File: config.mk
export PLATFORM = sky130hd
export DESIGN_NAME = uart_rx_frame_ctrl
export DESIGN_NICKNAME = d
export VERILOG_FILES = /design/src/rtl/uart_frame_pkg.sv /design/src/rtl/uart_frame_buf.sv /design/src/rtl/uart_rx_frame_ctrl.sv
export SDC_FILE = /design/constraint.sdc
export NUM_CORES = 1
export LEC_CHECK = 0
export ABC_AREA = 1
export ABC_CLOCK_PERIOD_IN_PS = 2500
export BUFFER_PORTS_ARGS = -buffer_cell sky130_fd_sc_hd__buf_2
export CELL_PAD_IN_SITES_DETAIL_PLACEMENT = 1
export CELL_PAD_IN_SITES_GLOBAL_PLACEMENT = 2
export CORE_MARGIN = 2
export CORE_UTILIZATION = 39
export CTS_CLUSTER_DIAMETER = 100
export DETAILED_ROUTE_END_ITERATION = 10
export HOLD_SLACK_MARGIN = 0.02
export PLACE_DENSITY_LB_ADDON = 0.1
export SYNTH_ARGS = -nofsm -noshare
export SYNTH_HDL_FRONTEND = slang
export SYNTH_SLANG_ARGS = --single-unit
File: constraint.sdc
create_clock -name i_Clock -period 2.5 [get_ports i_Clock]
set_input_delay 0.5 -clock i_Clock [delete_from_list [all_inputs] [get_ports i_Clock]]
set_output_delay 0.5 -clock i_Clock [all_outputs]
set_load 0.005 [all_outputs]
File: src/rtl/uart_frame_pkg.sv
// Shared encodings and defaults for the UART receive frame controller.
// Optional command decoding is enabled by defining UART_RX_FRAME_CMD_EN.
package uart_frame_pkg;

    typedef enum logic [2:0] {
        S_IDLE = 3'd0,
        S_LEN  = 3'd1,
        S_DATA = 3'd2,
        S_CHK  = 3'd3,
        S_HOLD = 3'd4
    } frame_state_t;

    localparam logic [7:0] SOF_DEFAULT     = 8'hA5;
    localparam logic [7:0] CFG_OPCODE      = 8'hC0;
    localparam int         MAX_LEN_DEFAULT = 16;

    // Running XOR checksum over LEN and payload bytes.
    function automatic logic [7:0] chk_update(input logic [7:0] chk, input logic [7:0] data);
        return chk ^ data;
    endfunction

endpackage

File: src/rtl/uart_frame_buf.sv
// Payload register file: one synchronous write port, one combinational read port.
module uart_frame_buf #(
    parameter int DEPTH = 16
) (
    input  logic       clk,
    input  logic       we,
    input  logic [3:0] waddr,
    input  logic [7:0] wdata,
    input  logic [3:0] raddr,
    output logic [7:0] rdata
);

    logic [7:0] mem_r [DEPTH];

    // Write port; contents are intentionally not reset.
    always_ff @(posedge clk) begin
        if (we) begin
            mem_r[waddr] <= wdata;
        end
    end

    assign rdata = mem_r[raddr];

endmodule

File: src/rtl/uart_rx_frame_ctrl.sv
// Frame parser for SOF/LEN/payload/CHK packets arriving from a UART receiver.
// Define UART_RX_FRAME_CMD_EN to let C0 command frames reload the baud divisor.
module uart_rx_frame_ctrl
    import uart_frame_pkg::*;
#(
    parameter logic [7:0]  SOF_BYTE             = SOF_DEFAULT,
    parameter int          MAX_LEN              = MAX_LEN_DEFAULT,
    parameter logic [15:0] DEFAULT_CLKS_PER_BIT = 16'd87
) (
    input  logic        i_Clock,
    input  logic        rst_i,
    input  logic        i_Rx_DV,
    input  logic [7:0]  i_Rx_Byte,
    input  logic [15:0] i_Timeout_Clks,
    input  logic [3:0]  i_Rd_Addr,
    input  logic        i_Frm_Ack,
    output logic [7:0]  o_Rd_Data,
    output logic        o_Frm_Rdy,
    output logic [4:0]  o_Frm_Len,
    output logic [7:0]  o_Frm_Cnt,
    output logic        o_Err_Len,
    output logic        o_Err_Chk,
    output logic        o_Err_Tmo,
    output logic        o_Drop,
    output logic [15:0] o_Clks_Per_Bit
);

    frame_state_t state_r;
    logic [4:0]   idx_r;
    logic [7:0]   chk_r;
    logic [15:0]  tmo_cnt_r;
    logic         tmo_hit_s;
    logic         len_ok_s;
    logic         buf_we_s;
`ifdef UART_RX_FRAME_CMD_EN
    logic [7:0]   cmd_op_r;
    logic [7:0]   cmd_hi_r;
    logic [7:0]   cmd_lo_r;
`endif

    assign tmo_hit_s = (i_Timeout_Clks != 16'd0) && (tmo_cnt_r == i_Timeout_Clks - 16'd1);
    assign len_ok_s  = (i_Rx_Byte != 8'd0) && (i_Rx_Byte <= 8'(MAX_LEN));
    assign buf_we_s  = (state_r == S_DATA) && i_Rx_DV;

    uart_frame_buf #(.DEPTH(MAX_LEN)) u_buf (
        .clk   (i_Clock),
        .we    (buf_we_s),
        .waddr (idx_r[3:0]),
        .wdata (i_Rx_Byte),
        .raddr (i_Rd_Addr),
        .rdata (o_Rd_Data)
    );

    // Frame FSM with registered status, counters and error pulses.
    always_ff @(posedge i_Clock) begin
        if (rst_i) begin
            state_r        <= S_IDLE;
            idx_r          <= 5'd0;
            chk_r          <= 8'd0;
            tmo_cnt_r      <= 16'd0;
            o_Frm_Rdy      <= 1'b0;
            o_Frm_Len      <= 5'd0;
            o_Frm_Cnt      <= 8'd0;
            o_Err_Len      <= 1'b0;
            o_Err_Chk      <= 1'b0;
            o_Err_Tmo      <= 1'b0;
            o_Drop         <= 1'b0;
            o_Clks_Per_Bit <= DEFAULT_CLKS_PER_BIT;
`ifdef UART_RX_FRAME_CMD_EN
            cmd_op_r       <= 8'd0;
            cmd_hi_r       <= 8'd0;
            cmd_lo_r       <= 8'd0;
`endif
        end else begin
            o_Err_Len <= 1'b0;
            o_Err_Chk <= 1'b0;
            o_Err_Tmo <= 1'b0;
            o_Drop    <= 1'b0;
            if (i_Rx_DV || state_r == S_IDLE || state_r == S_HOLD) begin
                tmo_cnt_r <= 16'd0;
            end else begin
                tmo_cnt_r <= tmo_cnt_r + 16'd1;
            end
            case (state_r)
                S_IDLE: begin
                    if (i_Rx_DV && i_Rx_Byte == SOF_BYTE) begin
                        state_r <= S_LEN;
                    end else begin
                        state_r <= S_IDLE;
                    end
                end
                S_LEN: begin
                    if (i_Rx_DV) begin
                        if (len_ok_s) begin
                            o_Frm_Len <= i_Rx_Byte[4:0];
                            chk_r     <= i_Rx_Byte;
                            idx_r     <= 5'd0;
                            state_r   <= S_DATA;
                        end else begin
                            o_Err_Len <= 1'b1;
                            state_r   <= S_IDLE;
                        end
                    end else if (tmo_hit_s) begin
                        o_Err_Tmo <= 1'b1;
                        state_r   <= S_IDLE;
                    end else begin
                        state_r <= S_LEN;
                    end
                end
                S_DATA: begin
                    if (i_Rx_DV) begin
                        chk_r <= chk_update(chk_r, i_Rx_Byte);
                        idx_r <= idx_r + 5'd1;
`ifdef UART_RX_FRAME_CMD_EN
                        if (idx_r == 5'd0) cmd_op_r <= i_Rx_Byte;
                        else if (idx_r == 5'd1) cmd_hi_r <= i_Rx_Byte;
                        else if (idx_r == 5'd2) cmd_lo_r <= i_Rx_Byte;
                        else cmd_op_r <= cmd_op_r;
`endif
                        if (idx_r + 5'd1 == o_Frm_Len) begin
                            state_r <= S_CHK;
                        end else begin
                            state_r <= S_DATA;
                        end
                    end else if (tmo_hit_s) begin
                        o_Err_Tmo <= 1'b1;
                        state_r   <= S_IDLE;
                    end else begin
                        state_r <= S_DATA;
                    end
                end
                S_CHK: begin
                    if (i_Rx_DV) begin
                        if (i_Rx_Byte == chk_r) begin
                            o_Frm_Cnt <= o_Frm_Cnt + 8'd1;
`ifdef UART_RX_FRAME_CMD_EN
                            // Command frames are consumed here and never presented to the reader.
                            if (o_Frm_Len == 5'd3 && cmd_op_r == CFG_OPCODE) begin
                                if ({cmd_hi_r, cmd_lo_r} != 16'd0) begin
                                    o_Clks_Per_Bit <= {cmd_hi_r, cmd_lo_r};
                                end else begin
                                    o_Err_Len <= 1'b1;
                                end
                                state_r <= S_IDLE;
                            end else begin
                                o_Frm_Rdy <= 1'b1;
                                state_r   <= S_HOLD;
                            end
`else
                            o_Frm_Rdy <= 1'b1;
                            state_r   <= S_HOLD;
`endif
                        end else begin
                            o_Err_Chk <= 1'b1;
                            state_r   <= S_IDLE;
                        end
                    end else if (tmo_hit_s) begin
                        o_Err_Tmo <= 1'b1;
                        state_r   <= S_IDLE;
                    end else begin
                        state_r <= S_CHK;
                    end
                end
                S_HOLD: begin
                    if (i_Frm_Ack) begin
                        // A byte arriving with the ack is treated as the first idle byte.
                        o_Frm_Rdy <= 1'b0;
                        if (i_Rx_DV && i_Rx_Byte == SOF_BYTE) begin
                            state_r <= S_LEN;
                        end else begin
                            state_r <= S_IDLE;
                        end
                    end else begin
                        o_Drop  <= i_Rx_DV;
                        state_r <= S_HOLD;
                    end
                end
                default: begin
                    o_Frm_Rdy <= 1'b0;
                    state_r   <= S_IDLE;
                end
            endcase
        end
    end

endmodule
-- After elaboration in Yosys (flattened, before gate mapping)
Memory sizes are Yosys's and may differ from the RTL's.
Cells that the tools add are included.
- add/sub/neg operators: 4
- multiply operators: 0
- div/mod/pow operators: 0
- $lt $le $gt $ge: 1
- equal/unequal tests: 14
- shift-type cells: 0
- mux-type cells: 29
- bitwise operators: 7
- reduce and logical (&&, ||, !) cells: 21
- operator list (cell ; number):
    $mux 8 ; 3
    $reduce_or 3->1 ; 6
    $add 16x1->16 const B ; 1
    $eq 16x16->1 ; 1
    $pmux 8 s2 ; 1
    $reduce_bool 16->1 ; 1
    $sub 16x1->16 const B ; 1
    $mux 3 ; 5
    $mux 5 ; 3
    $pmux 3 s5 ; 1
    $ne 2x2->1 const B ; 6
    $mux 1 ; 11
    $pmux 5 s2 ; 1
    $add 8x1->8 const B ; 1
    $eq 8x8->1 ; 1
    $eq 8x8->1 const B ; 1
    $le 8x5->1 const B ; 1
    $reduce_and 4->1 ; 2
    $reduce_bool 8->1 ; 1
    $xor 8x8->8 ; 1
    $eq 3x2->1 const B ; 2
    $mux 2 ; 3
    $not 1->1 ; 6
    $reduce_and 3->1 ; 2
    other kinds (10) ; 14
- bits in registers: 50
- bits in latches: 0
- bits in writable memories: 128
- memory bits (read-only): 0
- bits of input ports: 32
- output and inout port bits: 42
- logic and storage cells: 88
- memories: 1
- memories (memory ; words ; bits a word ; rd ports ; clocked after memory_dff ; wr ports ; RTL line ; text):
    u_buf.mem_r ; 16 ; 8 ; 1 ; 0 ; 1 ; uart_frame_buf.sv:13 ; logic [7:0] mem_r [DEPTH];

-- Logic depth before layout (Yosys ltp)
- depth in word-level cells: 6
- depth in mapped cells: 17
- mapped depth without buffers: 17

-- By module
From an unflattened synthesis, not the netlist that was laid out.
- cells, all modules: 1022
- area, all modules: 8792.2 µm²
- by module, submodules not included (module ; instances ; cells each ; area an instance (µm²) ; sequential area each (µm²)):
    uart_frame_buf ; 1 ; 544 ; 5610.4 ; 3843.7
    uart_rx_frame_ctrl ; 1 ; 478 ; 3181.8 ; 1001.0

-- Least setup slack after synthesis
No wires, ideal clock.
- path kind: input to output
- start: in i_Rd_Addr[0]
- end: out o_Rd_Data[6]
- data arrival time: 1.517 ns
- required time: 2.000 ns
- slack: 0.483 ns
- stages: 7
- buffers on the path: 3
- cells stage by stage: buf_2 -> buf_4 -> buf_2 -> mux2i_1 -> o211ai_1 -> o211ai_1 -> nand2_1
- longest elaborated chain between the ends: 1
- RTL lines (item ; RTL line ; text):
    start: declaration ; uart_rx_frame_ctrl.sv:15 ; input logic [3:0] i_Rd_Addr,
    $mem_v2 16x8 ; n/a ;
    end: declaration ; uart_rx_frame_ctrl.sv:17 ; output logic [7:0] o_Rd_Data,
Every way passes these cells.

-- Worst setup path in the final report
- start: in i_Rd_Addr[0]
- end: out o_Rd_Data[1]
The elaborated chain is that of the path after synthesis.

==> impl_metrics.csv <==
group,metric,value,unit
status,status,"completed",
worst_setup_path,reg2regPathDepth,7,
clock_tree,postCtsSetupBuffers,0,
place,dp_hpwl,16200,um
grt,antenna_found_initial,0,
route,viasPerCell,5.08,
pwr,clkPwrFrac,42.4,%
pwr,netSwitchingPower,1530,uW
place,place.gp.congestion,0.799,
die,rows,53,
worst_setup_path,end_kind,"primary output",
timing,worst_pin_slew,0.687,ns
timing,fin_tns_setup,0,ns
timing,min_period,2.30,ns
worst_setup_path,cp-startpoint,"i_Rd_Addr[0]",
worst_setup_path,path_class,"input pin to primary output",
clock_tree,max-clock-path-buffers,2,
grt,grt_usage,20.2,%
clock_tree,clk_latency,0.42,ns
synthesis,netlist.area_leader.share,45.4,%
worst_setup_path,r2r_slack,0.66,ns
synthesis,synth_cell_type_count,47,
route,drc,0,
cells_and_area,nFillCells,2389,
worst_setup_path,r2r-end,"chk_r[5]",
die,fp.coreArea,21200,um^2
clock_tree,cts_resized,0,
timing,whs,0.441,ns
timing,fmax,0.435,GHz
worst_setup_path,cp_max_fo,36,
cells_and_area,layout_commonest_cell,"edfxtp_1",
worst_setup_path,crit_required,2.00,ns
clock_tree,clock-sinks,178,
worst_setup_path,worstSetupEndpoint,"o_Rd_Data[1]",
synthesis,synthFlopType,"edfxtp_1",
synthesis,yosys_warnings,0,
clock_tree,cts_tree,"built",
grt,grt_pass1_vias,6544,
pwr,p_int,4630,uW
place,numPortBuffers,57,
timing,slew_headroom,54.1,%
pwr,leakage,0.00385,uW
synthesis,synth_area,8460,um^2
clock_tree,cts.clk_slew.worst_paths,0.07,ns
pwr,combPwrFrac,6.4,%
pwr,p_sw_share,24.9,%
synthesis,netlist_instances,844,
pwr,powerDensity,630,nW/um^2
hold_path,hold_path.class,"input pin to register",
clock_tree,cts_made_buffers,17,
timing,fin_crit_sh,91.9,%
timing,hold_viol,0,
synthesis,ys_seq_elements,178,
cells_and_area,finalNetCount,965,
synthesis,seq_area_frac_synth,57.3,%
route,via_count,6165,
worst_setup_path,cp.arrival,1.80,ns
route,drt_pre_antenna_iters,5,
pwr,vdd_ir_drop_max,0.000425,V
timing,setup_viol,0,
cells_and_area,final_cell_mix,"128 x edfxtp_1, 118 x nand2_1, 96 x inv_1",
clock_tree,cts-root-buf,"clkbuf_16",
synthesis,synth_area_leaders,"edfxtp_1 45%, dfxtp_1 12%, nand2_1 5.2%, inv_1 4.3%, a21oi_1 3.8%",
route,postRouteAntennaNets,0,
grt,overflow,0,
timing,rsz0062_at_grt,"no",
cells_and_area,antenna_cells,0,
cells_and_area,syn2layout_area_growth,15.6,%
synthesis,async_flop_share,0,%
die,die_w,151,um
synthesis,synth_edf_count,128,
cells_and_area,multi_input_area,3030,um^2
synthesis,avgSynthCellArea,10.0,um^2
worst_setup_path,reg2reg_from,"state_r[2]",
clock_tree,ctsHoldBuffers,0,
flow_run,drv_cap,0,
die,start_util,40.0,%
route,avgRoutedWirePerCell,18.2,um
timing,fin_worst_skew,0.00966,ns
grt,grt_pass1_wl,35100,um
clock_tree,h-tree-depth,4,
worst_setup_path,cp-start-kind,"input pin",
route,drtIter0Drc,232,
grt,grt_max_degree,37,
route,wl,22000,um
cells_and_area,drive_gt1_share,17.3,%
timing,finalMaxSlewViolations,0,
die,die-height,151,um
die,die_area,22900,um^2
die,io_pins,74,
synthesis,synth_largest_area_cell,"edfxtp_1",
pwr,pwr-share-seq,51.2,%
cells_and_area,seqCellArea,4840,um^2
## registers in the layout, indices dropped and copies added, names as in the netlist
name / flops
idx_r: 5
o_Frm_Cnt: 8
tmo_cnt_r: 16
o_Err_Len: 1
state_r: 3
o_Frm_Rdy: 1
u_buf.mem_r: 128
o_Err_Tmo: 1
o_Drop: 1
chk_r: 8
o_Err_Chk: 1
o_Frm_Len: 5
## kinds of logic (layout without fill, tap and decap cells)
kind of cell | count (synthesis) | after routing | synth area share [%]
other | 2 | 16 | 0.0888
XOR/XNOR | 28 | 28 | 2.90
buffers and inverters | 148 | 228 | 7.53
AND/OR/NAND/NOR | 269 | 269 | 15.3
adder cells (fa/ha/maj) | 8 | 8 | 1.18
flip-flops | 178 | 178 | 57.3
AO/OA/AOI/OAI | 179 | 179 | 12.0
multiplexers | 32 | 32 | 3.79
## how the worst min path moves through the flow
stage | slack (ns) | endpoint | depth (start not counted) | start
4_1_cts | 0.42 | o_Drop | 4 | i_Frm_Ack
3_3_place_gp | 0.46 | tmo_cnt_r[0] | 1 | tmo_cnt_r[0]
2_1_floorplan | 0.44 | tmo_cnt_r[0] | 1 | tmo_cnt_r[0]
6_report | 0.44 | o_Drop | 4 | i_Frm_Ack
3_5_place_dp | 0.46 | o_Frm_Rdy | 2 | o_Frm_Rdy
5_1_grt | 0.45 | chk_r[2] | 3 | i_Rx_Byte[2]
## cell usage after synthesis (6+ instances only)
cell / instances
dfxtp_1: 50
a21oi_1: 64
nor2_1: 63
ha_1: 8
o21ai_0: 62
mux2i_1: 32
nand4_1: 7
xor2_1: 18
edfxtp_1: 128
inv_2: 6
clkbuf_1: 18
nand2_1: 118
buf_4: 17
inv_1: 96
o211ai_1: 32
nor3_1: 15
xnor2_1: 10
a31oi_1: 9
buf_2: 8
nand3_1: 32
## power groups by stage
stage	Combinational (uW)	Clock [uW]	Sequential, uW
final	394	2610	3150
after global routing	440	2780	3150
after CTS	399	2680	3150
after detailed placement	396	0	3220
after global placement	385	0	3220
after floorplan	228	0	3220
## final cells by class
class,instances,share of cell area (%)
Clock inverter,15,1.57
Clock buffer,17,4.35
Timing Repair Buffer,93,6.09
Inverter,103,3.95
Tap cell,275,3.52
Multi-Input combinational cell,532,31.0
Sequential cell,178,49.5
## stage by stage
step	cell area (um^2)	total power (uW)	std cells	util, %	worst slack, ns
floorplan	8510	3450	858	-	0.483
global placement	9200	3600	1181	43.5	0.253
detailed placement	9200	3620	1181	43.5	0.183
CTS	9780	6230	1213	46.2	0.184
global route	9780	6380	1213	46.2	0.0637
finish	9780	6160	1213	46.2	0.203
## metal layers
layer	vias to the layer above	GRT usage, %	wire length, um
li1	3028	-	-
met1	3020	24.7	9650
met2	96	36.9	11400
met3	21	3.55	672
met4	0	4.77	280
met5	-	0	0
## critical path, cell delays in order
cell      delay (ns)
buf_4           0.31
buf_12          0.26
mux2i_1         0.24
o21ai_0         0.10
o211ai_1        0.18
nand2_1         0.07
buf_2           0.13
No activity file was read; power rests on OpenSTA's default activity.
